<file path="src/rtl/rv32i_amo_unit.sv">
// RV32A atomic memory operation sequencer.
// Runs AMO read-modify-write, LR.W and SC.W over a single request/ready
// memory port, holds the LR/SC reservation and returns the write-back value
// with a one-cycle done pulse. Outputs are registered, so done and rd_data
// appear in the cycle after the FSM passes through DONE.
module rv32i_amo_unit #(
   parameter int XLEN    = 32,
   parameter int ADDR_W  = 32,
   parameter bit LRSC_EN = 1'b1
) (
   input  logic              clk,
   input  logic              rst_n,
   input  logic              start,
   input  logic [4:0]        funct5,
   input  logic [ADDR_W-1:0] addr,
   input  logic [XLEN-1:0]   rs2_data,
   output logic              busy,
   output logic              done,
   output logic [XLEN-1:0]   rd_data,
   output logic              err,
   output logic              mem_req,
   output logic              mem_we,
   output logic [ADDR_W-1:0] mem_addr,
   output logic [XLEN-1:0]   mem_wdata,
   input  logic [XLEN-1:0]   mem_rdata,
   input  logic              mem_ready,
   input  logic              snoop_valid,
   input  logic [ADDR_W-1:0] snoop_addr
);

   typedef enum logic [1:0] {IDLE, READ, WRITE, DONE} state_t;

   localparam logic [4:0] F_ADD  = 5'b00000;
   localparam logic [4:0] F_SWAP = 5'b00001;
   localparam logic [4:0] F_LR   = 5'b00010;
   localparam logic [4:0] F_SC   = 5'b00011;
   localparam logic [4:0] F_XOR  = 5'b00100;
   localparam logic [4:0] F_OR   = 5'b01000;
   localparam logic [4:0] F_AND  = 5'b01100;
   localparam logic [4:0] F_MIN  = 5'b10000;
   localparam logic [4:0] F_MAX  = 5'b10100;
   localparam logic [4:0] F_MINU = 5'b11000;
   localparam logic [4:0] F_MAXU = 5'b11100;

   state_t              r_state;
   logic [4:0]          r_funct5;
   logic [ADDR_W-1:0]   r_addr;
   logic [XLEN-1:0]     r_rs2;
   logic [XLEN-1:0]     r_result;
   logic                r_err;
   logic                r_busy;
   logic                r_done;
   logic                r_errOut;
   logic [XLEN-1:0]     r_rdData;
   logic                r_memReq;
   logic                r_memWe;
   logic [XLEN-1:0]     r_memWdata;
   logic                r_resValid;
   logic [ADDR_W-3:0]   r_resWord;

   logic                w_legal;
   logic                w_isSc;
   logic                w_misaligned;
   logic                w_scOk;
   logic                w_snoopHit;
   logic                w_amoWordHit;
   logic [XLEN-1:0]     w_amoResult;
   logic                w_unusedSnoopLow;

   assign w_isSc        = (funct5 == F_SC);
   assign w_misaligned  = (addr[1:0] != 2'b00);
   assign w_scOk        = r_resValid && (addr[ADDR_W-1:2] == r_resWord);
   assign w_snoopHit    = snoop_valid && r_resValid && (snoop_addr[ADDR_W-1:2] == r_resWord);
   assign w_amoWordHit  = r_resValid && (r_addr[ADDR_W-1:2] == r_resWord);
   assign w_unusedSnoopLow = ^snoop_addr[1:0];

   // Decide whether the incoming funct5 is an operation this unit supports
   always_comb begin
      w_legal = 1'b0;
      case (funct5)
         F_ADD, F_SWAP, F_XOR, F_OR, F_AND,
         F_MIN, F_MAX, F_MINU, F_MAXU: w_legal = 1'b1;
         F_LR, F_SC:                   w_legal = LRSC_EN;
         default:                      w_legal = 1'b0;
      endcase
   end

   // AMO function result from the word arriving on mem_rdata; ties keep old
   always_comb begin
      w_amoResult = r_rs2;
      case (r_funct5)
         F_ADD:  w_amoResult = mem_rdata + r_rs2;
         F_SWAP: w_amoResult = r_rs2;
         F_XOR:  w_amoResult = mem_rdata ^ r_rs2;
         F_OR:   w_amoResult = mem_rdata | r_rs2;
         F_AND:  w_amoResult = mem_rdata & r_rs2;
         F_MIN:  w_amoResult = ($signed(r_rs2) < $signed(mem_rdata)) ? r_rs2 : mem_rdata;
         F_MAX:  w_amoResult = ($signed(r_rs2) > $signed(mem_rdata)) ? r_rs2 : mem_rdata;
         F_MINU: w_amoResult = (r_rs2 < mem_rdata) ? r_rs2 : mem_rdata;
         F_MAXU: w_amoResult = (r_rs2 > mem_rdata) ? r_rs2 : mem_rdata;
         default: w_amoResult = r_rs2;
      endcase
   end

   // Sequencer FSM with registered outputs and the LR/SC reservation
   always_ff @(posedge clk or negedge rst_n) begin
      if (!rst_n) begin
         r_state    <= IDLE;
         r_funct5   <= '0;
         r_addr     <= '0;
         r_rs2      <= '0;
         r_result   <= '0;
         r_err      <= 1'b0;
         r_busy     <= 1'b0;
         r_done     <= 1'b0;
         r_errOut   <= 1'b0;
         r_rdData   <= '0;
         r_memReq   <= 1'b0;
         r_memWe    <= 1'b0;
         r_memWdata <= '0;
         r_resValid <= 1'b0;
         r_resWord  <= '0;
      end else begin
         r_done   <= 1'b0;
         r_errOut <= 1'b0;
         r_rdData <= '0;
         if (w_snoopHit) begin
            r_resValid <= 1'b0;
         end
         case (r_state)
            IDLE: begin
               if (start) begin
                  r_funct5 <= funct5;
                  r_addr   <= addr;
                  r_rs2    <= rs2_data;
                  r_busy   <= 1'b1;
                  r_err    <= 1'b0;
                  r_result <= '0;
                  if (w_isSc) begin
                     r_resValid <= 1'b0;
                  end
                  if (w_misaligned || !w_legal) begin
                     r_err   <= 1'b1;
                     r_state <= DONE;
                  end else if (w_isSc) begin
                     if (w_scOk) begin
                        r_memReq   <= 1'b1;
                        r_memWe    <= 1'b1;
                        r_memWdata <= rs2_data;
                        r_state    <= WRITE;
                     end else begin
                        r_result <= XLEN'(1);
                        r_state  <= DONE;
                     end
                  end else begin
                     r_memReq <= 1'b1;
                     r_memWe  <= 1'b0;
                     r_state  <= READ;
                  end
               end
            end
            READ: begin
               if (mem_ready) begin
                  r_result <= mem_rdata;
                  if (r_funct5 == F_LR) begin
                     r_memReq   <= 1'b0;
                     r_resValid <= 1'b1;
                     r_resWord  <= r_addr[ADDR_W-1:2];
                     r_state    <= DONE;
                  end else begin
                     r_memWe    <= 1'b1;
                     r_memWdata <= w_amoResult;
                     r_state    <= WRITE;
                  end
               end
            end
            WRITE: begin
               if (mem_ready) begin
                  r_memReq <= 1'b0;
                  r_memWe  <= 1'b0;
                  r_state  <= DONE;
                  if (r_funct5 != F_SC && w_amoWordHit) begin
                     r_resValid <= 1'b0;
                  end
               end
            end
            DONE: begin
               r_done   <= 1'b1;
               r_errOut <= r_err;
               r_rdData <= r_err ? '0 : r_result;
               r_busy   <= 1'b0;
               r_state  <= IDLE;
            end
            default: r_state <= IDLE;
         endcase
      end
   end

   assign busy      = r_busy;
   assign done      = r_done;
   assign rd_data   = r_rdData;
   assign err       = r_errOut;
   assign mem_req   = r_memReq;
   assign mem_we    = r_memWe;
   assign mem_addr  = r_addr;
   assign mem_wdata = r_memWdata;

endmodule

</file>
<file path="config.mk">
export PLATFORM = sky130hd
export DESIGN_NAME = rv32i_amo_unit
export DESIGN_NICKNAME = d
export VERILOG_FILES = /design/src/rtl/rv32i_amo_unit.sv
export SDC_FILE = /design/constraint.sdc
export NUM_CORES = 1
export LEC_CHECK = 0
export BUFFER_PORTS_ARGS = -buffer_cell sky130_fd_sc_hd__clkbuf_2
export CAP_MARGIN = 20
export CORE_AREA = 4 4 163 165
export CTS_CLUSTER_SIZE = 8
export DETAILED_ROUTE_END_ITERATION = 12
export DIE_AREA = 0 0 167 169
export PLACE_DENSITY = 0.85
export SLEW_MARGIN = 20
export SYNTH_ARGS = -nofsm -noshare
export SYNTH_HDL_FRONTEND = slang
export SYNTH_SLANG_ARGS = --single-unit
</file>
<file path="constraint.sdc">
create_clock -name clk -period 3.8 [get_ports clk]
set_input_delay 0.19 -clock clk [delete_from_list [all_inputs] [get_ports clk]]
set_output_delay 0.19 -clock clk [all_outputs]
set_load 0.1 [all_outputs]
</file>
# [Word-level counts from Yosys, hierarchy flattened]
# Memories as Yosys holds them, arrays and structs flattened.
# Index checks and enable logic that the tools add are counted.
[totals] register_bits=204 romBits=32 output_inout_bits=101 word_cells=125 n_memories=1
[memory_table] name="(name not given)" words=32 width=1 read_ports=1 rd_ports_with_merged_regs=0 wr=0 line="80" text="case (funct5)"
[op_classes] n_addsub=1 magnitude_cmp=4 eq_ne=25 mux=55 n_bitwise=3 n_reduce_logical=21
[ops] operator="32-bit 2-to-1 mux" count=14
[ops] operator="32-bit case mux with 8 select lines" count=1
[ops] operator="32-bit case mux with 2 select lines" count=2
[ops] operator="30-bit equality test" count=3
[ops] operator="32-bit > comparator" count=2
[ops] operator="32-bit less-than comparator" count=2
[ops] operator="32-bit adder" count=1
[ops] operator="32-bit AND" count=1
[ops] operator="32-bit OR" count=1
[ops] operator="32-bit bitwise XOR" count=1
[ops] operator="1-bit 2-to-1 mux" count=28
[ops] operator="7-bit AND reduction" count=3
[ops] operator="5-bit equality test, second input constant" count=4
[ops] operator="2-bit != test, second input constant" count=8
[ops] operator="5-bit by 2-bit equality test with 1-bit output, second input constant" count=2
[ops] operator="5-bit by 4-bit equality test with 1-bit output, second input constant" count=2
[ops] operator="2-bit 2-to-1 mux" count=5
[ops] operator="1-bit case mux with 3 select lines" count=3
[ops] operator="3-bit AND reduction" count=3
[ops] operator="2-bit case mux with 4 select lines" count=1
[ops] operator="2-bit nonzero test" count=3
[ops] operator="5-bit by 3-bit equality test with 1-bit output, second input constant" count=1
[ops] operator="1-bit logical AND" count=5
[ops] operator="5-bit zero test" count=1
[ops] operator="other kinds (10)" count=12

# [Longest topological paths before layout]
# Gate-level depths: netlist of run 1.
[depth] word_depth=7 ltp_mapped=13 ltp_nobuf=11

# [Worst setup path after synthesis of run 1]
# Ideal clock, no wire load.
[synth_path] path_kind="register to register" from="register r_rs2[0]" to="register r_memWdata[24] (netlist: mem_wdata[24])" setup_time_ns=0.078 arrival_ns=3.041 required_time_ns=3.722 setup_slack_ns=0.681 path_stages_with_launch=12 n_path_buf=0 period_less_slack_ns=3.119 cell_sequence="dfrtp_1 ha_1 fa_1 a211oi_1 o21a_1 nor4_1 o41ai_1 o21ai_0 o41ai_1 xnor2_1 nand2_1 a21oi_1"
[synth_via] elab_chain_cells=6 elab_cells_between_ends=13 classes_between="add/sub (1); order compare (4); mux (8)"
[synth_rtl] element="start: declaration" line="48" text="logic [XLEN-1:0] r_rs2;"
[synth_rtl] element="start signal: assignment" line="135" text="r_rs2 <= rs2_data;"
[synth_rtl] element="32-bit > comparator (tied with other cells)" line="100" text="F_MAXU: w_amoResult = (r_rs2 > mem_rdata) ? r_rs2 : mem_rdata;"
[synth_rtl] element="32-bit 2-to-1 mux (on tied branches)"
[synth_rtl] element="32-bit case mux with 8 select lines (*)" line="91" text="case (r_funct5)"
[synth_rtl] element="32-bit 2-to-1 mux (*)" line="165" text="if (r_funct5 == F_LR) begin"
[synth_rtl] element="32-bit 2-to-1 mux (*)" line="163" text="if (mem_ready) begin"
[synth_rtl] element="32-bit case mux with 2 select lines (*)" line="130" text="case (r_state)"
[synth_rtl] element="end signal: assignment" line="149" text="r_memWdata <= rs2_data;"
[synth_rtl] element="end signal: assignment" line="172" text="r_memWdata <= w_amoResult;"
[synth_rtl] element="end: declaration" line="57" text="logic [XLEN-1:0] r_memWdata;"
# Every way passes the cells marked *; elsewhere a longest branch is shown, timed or not. The select of a mux whose other input is x is not followed.
# A chain may end at the register's enable or synchronous reset.

# [Worst setup path in the final report of run 1]
[layout_path] from="register r_rs2[26]" to="register r_memWdata[26] (netlist: mem_wdata[26])"
# Same word-level chain as after synthesis.

==> impl_metrics.yaml, run 1 <==
global_route:
  grt.total_usage: 0.313
  grt_pass1_vias: 13200
  grt.overflow.total: 0
  grt_pass1_wl_mm: 72.0
  antenna_found_initial: 0
  grt_max_degree: 117
logic_synthesis:
  synthTopCellsByArea: "dfrtp_1, ha_1, mux2_2, xnor2_1, a21oi_1"
  synth_cells: 1393
  synth_nets: 1632
  yosys_register_bits: 204
  seq_area_frac_synth: 0.372
  synth_edf_count: 0
  yosysWarnings: 0
  netlist_area_um2: 13700
  synth_cell_types: 76
  yosysTopAreaCellShare: 0.372
  ys_async_sr_fraction: 1.00
  synth_top_area_cell: "dfrtp_1"
  syn_area_per_cell_um2: 9.85
  synth-main-ff-cell: "dfrtp_1"
route:
  drcViolationCount: 0
  vias: 12900
  first_pass_iters: 9
  finalWirelength_mm: 45.6
  wl_per_cell_um: 22.3
  ant_nets: 0
  avgViaCountPerCell: 6.30
  drt_iter0_markers: 1496
die:
  core_um2: 25000
  die_h_um: 169
  initial_core_util: 0.548
  dieArea_um2: 28200
  die_w_um: 167
  rows: 58
  ios: 239
run:
  maxCapViolCount: 0
power_and_ir_drop:
  p_leak_nw: 8.10
  worst_ir_drop_vdd_mv: 0.754
  power.density_nw_per_um2: 922
sta:
  period_needed_ns: 3.62
  hold_viol_final: 0
  fmax_mhz: 277
  tightestPinTransition_ns: 1.14
  slew_violations: 0
  period_share: 0.952
  finalSetupViolCount: 0
  slew_headroom: 0.240
  rsz0062_at_grt: "false"
  finClkSkew_ns: 0.0176
  fin_tns_setup_ns: 0
  whs_ns: 0.0333
critical_path:
  worst_setup_path_end_kind: "register"
  path_class: "reg -> reg"
  startpoint_type: "register"
  worst-endpoint-arrival_ns: 4.07
  required_ns: 4.25
  crit_fanout: 13
cells_and_area:
  nets: 1957
  final_layout_size_suffix_gt1_frac: 0.272
  syn_to_final_growth_pct: 24.2
  fillers: 1826
  multi_input_area_um2: 7970
  antenna_cells_inserted: 0
  seq_area_um2: 5100
placement:
  hpwl_mm: 30.3
  gp_congestion: 0.963
  port_buffers: 236
clock_network:
  clock_sinks: 204
  cts_root_buf: "clkbuf_16"
  cts_buffer_depth: 3
  h-tree-depth: 1
  clk_pin_slew_ns: 0.05
  clock_latency_ns: 0.55
  tritoncts: "built"
  cts_buffers: 29
min_path:
  hold_path_class: "in -> reg"
outcome:
  run_status: "complete, no violations"
==> cells in the mapped netlist, drive strengths merged, types with 3 or more instances <==
cell type  instances
o211ai            25
nand4             28
o41ai              4
o221ai             3
inv               89
a22o              31
nand2             54
o21a               5
a222oi            13
nand3             22
and3               6
o21bai             5
ha               100
a221oi            39
and2              41
buf               27
o21ai             47
clkbuf            49
mux2i              9
a21o              13
or4                3
nand2b             4
dfrtp            204
o22ai             34
nor2             106
nor3              18
a211oi             7
a21oi             94
o31ai              8
a22oi             12
xor2              42
or2                5
a31oi              9
nor4              20
a211o              4
nor2b              9
xnor2             71
or3                4
mux2             104
==> layout make-up <==
class	instances	share of cell area
clock inverter	1	0.000514
timing repair buffer	370	0.144
tap	330	0.0242
multi-input combinational	1023	0.468
clock buffer	32	0.0438
sequential	204	0.299
inverter	90	0.0198
==> stage by stage <==
step | setup WS (ns) | util | cells | area (µm²) | power, W
floorplan | 0.681 | - | 1393 | 13700 | 0.0109
global placement | 0.314 | 0.612 | 1921 | 15300 | 0.0128
detailed placement | 0.210 | 0.612 | 1921 | 15300 | 0.0130
CTS | 0.174 | 0.680 | 2050 | 17000 | 0.0155
global route | 0.0260 | 0.681 | 2050 | 17000 | 0.0165
finish | 0.184 | 0.681 | 2050 | 17000 | 0.0157
==> repair_timing <==
item,CTS,global route
buffers inserted,0,0
endpoints found under the setup margin,0,15
gates resized for setup,0,3
endpoints found under the hold margin,216,0
hold buffers,96,0
==> sequential cells by signal, indices dropped and copies added (netlist names) <==
| register | count |
|---|---|
| r_err | 1 |
| r_resValid | 1 |
| err | 1 |
| r_state | 2 |
| mem_wdata | 32 |
| r_resWord | 30 |
| rd_data | 32 |
| r_funct5 | 5 |
| mem_we | 1 |
| mem_addr | 32 |
| mem_req | 1 |
| busy | 1 |
| r_result | 32 |
| done | 1 |
| r_rs2 | 32 |
==> metal layers <==
layer	wire (µm)	vias to the layer above	GRT usage
met2	22000	812	0.535
met5	0	-	0
met3	3940	163	0.0518
met1	17800	6240	0.398
met4	1930	0	0.125
li1	-	5704	-
==> kinds of logic (layout without fill, tap and decap cells) <==
| group | after synthesis | in the layout | share of synthesized area |
|---|---|---|---|
| AOI/OAI and AO/OA | 371 | 371 | 0.202 |
| xor gates and xnor gates | 113 | 113 | 0.0721 |
| adders and majority gates | 101 | 101 | 0.0926 |
| buffers and inverters | 166 | 493 | 0.0492 |
| DFF | 204 | 204 | 0.372 |
| muxes | 113 | 113 | 0.0928 |
| and+or+nand+nor | 325 | 325 | 0.120 |
==> worst paths after layout <==
| path | from | end | slack (ns) | cells after the start |
|---|---|---|---|---|
| max | r_rs2[26] | mem_wdata[26] | 0.18 | 14 |
| min | mem_rdata[15] | mem_wdata[15] | 0.03 | 3 |
| max reg2reg | r_rs2[26] | mem_wdata[26] | 0.18 | 14 |
| min reg2reg | r_result[6] | rd_data[6] | 0.48 | 1 |
| max in group asynchronous | rst_n | r_rs2[15] | 2.40 | 3 |
| min in group asynchronous | rst_n | rd_data[29] | 0.34 | 2 |
==> critical path, stage by stage, from the launching register on <==
cell and delay, ns:
dfrtp_1 0.52, inv_1 0.10, ha_2 0.46, nor4_2 0.10, buf_4 0.15, nand2_1 0.06
a21oi_1 0.07, nor4_4 0.59, nand3_1 0.24, o31ai_4 0.17, mux2i_4 0.45, buf_12 0.21
buf_12 0.15, a221oi_2 0.06, a21oi_1 0.17
==> where the power goes <==
| part | internal, W | leakage, nW | switching (W) | total (W) |
|---|---|---|---|---|
| clock network | 0.00135 | 0.371 | 0.000935 | 0.00229 |
| logic | 0.00294 | 5.12 | 0.00648 | 0.00942 |
| registers | 0.00301 | 2.61 | 0.000993 | 0.00400 |
==> cells in the final DEF (no fill, tap or decap), types with 41 or more instances in the layout <==
cell type / synthesis / layout
clkbuf_2: 1 / 235
dfrtp_1: 204 / 204
nor2_1: 105 / 104
mux2_2: 104 / 104
ha_1: 100 / 98
dlygate4sd3_1: 0 / 96
inv_1: 88 / 88
a21oi_1: 86 / 86
xnor2_1: 71 / 71
nand2_1: 53 / 51
o21ai_0: 47 / 47
xor2_1: 42 / 42
and2_1: 41 / 41
(Power assumes the default switching activity.)
==> run 2: changes to the inputs <==
--- a/config.mk
+++ b/config.mk
@@ -6,12 +6,13 @@
 export NUM_CORES = 1
 export LEC_CHECK = 0
 export BUFFER_PORTS_ARGS = -buffer_cell sky130_fd_sc_hd__clkbuf_2
-export CAP_MARGIN = 20
-export CORE_AREA = 4 4 163 165
+export CAP_MARGIN = 15
+export CORE_AREA = 4 4 219 221
 export CTS_CLUSTER_SIZE = 8
 export DETAILED_ROUTE_END_ITERATION = 12
-export DIE_AREA = 0 0 167 169
-export PLACE_DENSITY = 0.85
+export DIE_AREA = 0 0 223 225
+export PLACE_DENSITY = 0.55
+export SKIP_LAST_GASP = 1
 export SLEW_MARGIN = 20
 export SYNTH_ARGS = -nofsm -noshare
 export SYNTH_HDL_FRONTEND = slang
==> run 2 against run 1 <==
Via count is 4.6% lower; combinational power is 2% higher; first-iteration DRC count is 35% lower; die area is 78% higher; flip-flop and latch count stayed put; design area is 3.7% higher; final cell count is 15% higher; sequential share of layout area is 1.1 points lower; worst hold slack worse by 0.0042 ns; power is 1.7% higher.
==> impl_metrics.yaml, run 2 (synthesized netlist as in run 1, its figures left out) <==
sta:
  finalSetupViolCount: 0
  finClkSkew_ns: 0.0417
  slew_violations: 0
  slew_headroom: 0.392
  hold_viol_final: 0
  whs_ns: 0.0291
  tightestPinTransition_ns: 0.913
  setup_ws_ns: 0.294
  period_needed_ns: 3.51
  fmax_mhz: 285
  period_share: 0.923
  fin_tns_setup_ns: 0
  rsz0062_at_grt: "false"
power_and_ir_drop:
  worst_ir_drop_vdd_mv: 0.437
  switchingPower_w: 0.00846
  pwr-share-clk: 0.156
  pwr-share-seq: 0.245
  combPwrFrac: 0.599
  power.density_nw_per_um2: 904
  p_leak_nw: 8.26
  switching_share: 0.529
  internal_power_w: 0.00752
die:
  initial_core_util: 0.297
  rows: 79
  dieArea_um2: 50200
  ios: 239
  die_w_um: 223
  core_um2: 46200
  die_h_um: 225
global_route:
  grt_busiest_layer: "met2"
  grt.total_usage: 0.186
  grt_max_degree: 104
  grt_pass1_vias: 12700
  grt_pass1_wl_mm: 74.5
  antenna_found_initial: 4
  grt.overflow.total: 0
  grtUsageMet3: 0.0317
  met1_usage: 0.251
  grtUsageMet2: 0.304
clock_network:
  clock_latency_ns: 0.59
  h-tree-depth: 1
  cts_buffer_depth: 3
  cts_root_buf: "clkbuf_16"
  clk_pin_slew_ns: 0.05
  clock_sinks: 204
  tritoncts: "built"
  cts_buffers: 31
critical_path:
  reg2regPathDepth: 13
  ff2ff_setup_slack_ns: 0.29
  crit_fanout: 9
  r2r-end: "mem_wdata[17]"
  path_class: "reg -> reg"
  startpoint_type: "register"
  worst_setup_path_end_kind: "register"
  r2r_start: "r_rs2[29]"
  required_ns: 4.26
  worst-endpoint-arrival_ns: 3.96
route:
  drcViolationCount: 0
  wl_per_cell_um: 20.5
  vias: 12300
  finalWirelength_mm: 48.3
  first_pass_iters: 7
  avgViaCountPerCell: 5.23
  ant_nets: 0
  drt_iter0_markers: 969
placement:
  hpwl_mm: 35.3
  port_buffers: 236
  pre_cts_slack_ns: 0.0140
  gp_congestion: 0.959
cells_and_area:
  seq_area_um2: 5100
  syn_to_final_growth_pct: 28.9
  nets: 1978
  fin_util: 0.383
  final_layout_size_suffix_gt1_frac: 0.280
  fillers: 4586
  layout_common_cells: "clkbuf_2, dfrtp_1, nor2_1, mux2_2, ha_1"
  final_common_cell: "clkbuf_2"
  multi_input_area_um2: 7970
outcome:
  run_status: "complete, no violations"
min_path:
  hold_path_class: "in -> reg"
  hold_path_depth: 3
  hold_start: "mem_rdata[0]"
  min_to: "mem_wdata[0]"
run:
  maxCapViolCount: 0
run 2: cell types whose count changed in the layout (fill, tap and decap cells not counted), sizes merged:
cell / before / now
buf: 38 / 57
clkbuf: 268 / 275
clkinv: 1 / 3
diode: 0 / 2
dlygate4sd3: 96 / 97
run 2: routing by layer:
metal	part of all wire	vias to the layer above
li1	-	5749
met1	0.45	6104
met2	0.46	381
met3	0.057	89
met4	0.034	4
met5	0.00043	-
run 2: area by class of cell:
type,count,share of cell area
Clock buffer,40,0.0469
Inverter,90,0.0191
Clock inverter,3,0.00127
Multi-Input combinational cell,1023,0.451
Timing Repair Buffer,389,0.150
Tap cell,607,0.0429
Antenna cell,2,0.000283
Sequential cell,204,0.289
run 2: critical path, stage by stage (launching register included):
cell,delay (ns)
dfrtp_1,0.44
inv_1,0.07
ha_1,0.47
nor2_2,0.07
a221oi_2,0.24
o21bai_1,0.15
nor4_4,0.61
nand3_1,0.27
o31ai_4,0.18
mux2i_4,0.11
buf_4,0.18
buf_4,0.15
a2111oi_4,0.34
a2bb2oi_2,0.09
run 2: how the worst max path moves through the flow:
stage / endpoint / cells past startpoint / slack [ns] / start
final: mem_wdata[17] / 13 / 0.29 / r_rs2[29]
after global routing: mem_wdata[13] / 13 / 0.003 / r_rs2[10]
after CTS: mem_wdata[17] / 11 / 0.29 / r_rs2[26]
after detailed placement: mem_wdata[20] / 12 / 0.01 / r_rs2[29]
after global placement: mem_wdata[24] / 12 / 0.14 / r_rs2[29]
after floorplan: mem_wdata[24] / 11 / 0.68 / r_rs2[0]
run 2: metrics by stage:
| stage | instances | area [µm²] | power [W] |
|---|---|---|---|
| CTS | 2356 | 17700 | 0.0160 |
| finish | 2358 | 17700 | 0.0160 |
| detailed placement | 2212 | 15800 | 0.0133 |
| floorplan | 1393 | 13700 | 0.0109 |
| global route | 2358 | 17700 | 0.0169 |
| global placement | 2212 | 15800 | 0.0132 |
run 2: timing repair:
item                       in CTS  in global routing
gates resized for setup         0                  1
buffers inserted                4                  0
hold buffers                   97                  0
hold endpoints to repair      215                  0
setup endpoints to repair       3                  1
run 2: power groups by stage:
stage                     registers (W)  logic, W  clock network [W]
after floorplan                 0.00632   0.00457                  0
after global placement          0.00388   0.00927                  0
after detailed placement        0.00394   0.00938                  0
after CTS                       0.00391   0.00955            0.00256
after global routing            0.00404    0.0103            0.00265
final                           0.00391   0.00958            0.00249
==> run 3: changes to the inputs <==
==> constraint.sdc (replaced) <==
create_clock -name clk -period 3.8 [get_ports clk]
set_input_delay 0 -clock clk [delete_from_list [all_inputs] [get_ports clk]]
set_output_delay 0 -clock clk [all_outputs]
set_load 0.1 [all_outputs]
==> run 3 against run 2 <==
Non-clock buffer count is 6 lower; largest power group unchanged; clock power down 8.4%; utilization decreased by 0.27 points; highest routed layer unchanged; critical endpoint unchanged; critical path type unchanged.
==> impl_metrics.yaml, run 3 (synthesized netlist as in run 1, its figures left out) <==
placement:
  gp_congestion: 0.959
  port_buffers: 236
  hpwl_mm: 34.7
  pre_cts_slack_ns: 0.103
  place_area_um2: 15700
power_and_ir_drop:
  worst_ir_drop_vdd_mv: 0.639
  p_total_w: 0.0156
  power.density_nw_per_um2: 890
  p_leak_nw: 8.17
die:
  rows: 79
  die_h_um: 225
  dieArea_um2: 50200
  die_w_um: 223
  initial_core_util: 0.297
  ios: 239
  core_um2: 46200
route:
  ant_nets: 0
  drt_iter0_markers: 982
  avgViaCountPerCell: 5.21
  wl_per_cell_um: 20.2
  vias: 12200
  first_pass_iters: 6
  finalWirelength_mm: 47.4
  drcViolationCount: 0
critical_path:
  worst_setup_path_end_kind: "register"
  path_class: "reg -> reg"
  required_ns: 4.24
  startpoint_type: "register"
  worst-endpoint-arrival_ns: 4.05
  slowest_delay_ns: 0.46
  crit_fanout: 13
  cp_common_cell: "buf_4"
  crit_chain: "inv_1 > ha_1 > nor4_1 > buf_4 > nand4_1 > o221ai_1 > o31ai_2 > nand3_1 > o31ai_4 > mux2i_4 > buf_4 > buf_12 > a2111oi_4 > a2bb2oi_2"
  worst_path_max_delay_cell: "dfrtp_1"
sta:
  period_share: 0.950
  rsz0062_at_grt: "false"
  hold_viol_final: 0
  finalSetupViolCount: 0
  slew_violations: 0
  finClkSkew_ns: 0.0302
  setup_ws_ns: 0.192
  period_needed_ns: 3.61
  fmax_mhz: 277
  tightestPinTransition_ns: 0.955
  slew_headroom: 0.362
  fin_tns_setup_ns: 0
global_route:
  grt_pass1_wl_mm: 72.7
  grt.overflow.total: 0
  antenna_found_initial: 7
  grt.total_usage: 0.181
  grt_pass1_vias: 12400
  grt_max_degree: 122
cells_and_area:
  final_layout_size_suffix_gt1_frac: 0.271
  fillers: 4589
  layout_common_cells: "clkbuf_2, dfrtp_1, dlygate4sd3_1"
  final_cell_area_um2: 17600
  syn_to_final_growth_pct: 27.9
  final_common_cell: "clkbuf_2"
  fin_util: 0.380
  nets: 1970
clock_network:
  clock_sinks: 204
  cts_buffer_depth: 3
  clk_pin_slew_ns: 0.05
  clock_latency_ns: 0.57
  h-tree-depth: 1
  tritoncts: "built"
  cts_buffers: 29
  cts_root_buf: "clkbuf_16"
outcome:
  run_status: "complete, no violations"
run:
  maxCapViolCount: 0
min_path:
  hold_path_class: "in -> reg"
==> run 3: final timing paths <==
path / startpoint / end / slack, ns / cells after the start
min: snoop_addr[12] / r_resValid / 0.05 / 6
min in group asynchronous: rst_n / mem_addr[9] / 0.44 / 3
max: r_rs2[14] / mem_wdata[17] / 0.19 / 14
max reg2reg: r_rs2[14] / mem_wdata[17] / 0.19 / 14
max in group asynchronous: rst_n / r_rs2[2] / 2.19 / 5
min reg2reg: r_result[0] / r_result[0] / 0.47 / 2
==> run 3: through the flow <==
step / cells / hold slack, ns
5_1_grt: 2343 / 0.0739
4_1_cts: 2336 / 0.00918
2_1_floorplan: 1393 / -0.296
3_3_place_gp: 2199 / 0.180
6_report: 2344 / 0.0470
3_5_place_dp: 2199 / 0.188
==> run 3: area by class of cell <==
type                       instances  area [µm²]  area share
antenna                            4        10.0    0.000570
clock buffer                      33         741      0.0422
inverter                          90         338      0.0192
multi-input combinational       1023        7980       0.454
sequential                       204        5100       0.291
tap                              607         759      0.0433
timing repair buffer             383        2630       0.150
==> run 3: repair_timing <==
action                                 CTS  global route
setup buffers                            0             2
setup endpoints to repair                0            22
gates resized for setup                  0             3
endpoints found under the hold margin  255            29
hold buffers                           104             1
==> run 3: layer usage <==
layer  GRT usage  vias to the layer above  share of wire
met5           0                        -        0.00089
met2       0.304                      382           0.47
met1       0.243                     5996           0.44
met4      0.0515                        8          0.028
li1            -                     5738              -
met3      0.0307                       91          0.062
==> run 3: power by group <==
group,switching [W],internal (W),total [W]
clock,0.000941,0.00133,0.00228
combinational,0.00648,0.00295,0.00944
sequential,0.000916,0.00301,0.00392
==> run 3: critical path: cells and delay by family, from the launching register on <==
| family | cells | cell delay [ns] |
|---|---|---|
| AOI/OAI and AO/OA | 5 | 1.07 |
| adders and majority gates | 1 | 0.35 |
| buffers and inverters | 4 | 0.63 |
| DFF | 1 | 0.46 |
| muxes | 1 | 0.22 |
| and+or+nand+nor | 3 | 0.74 |
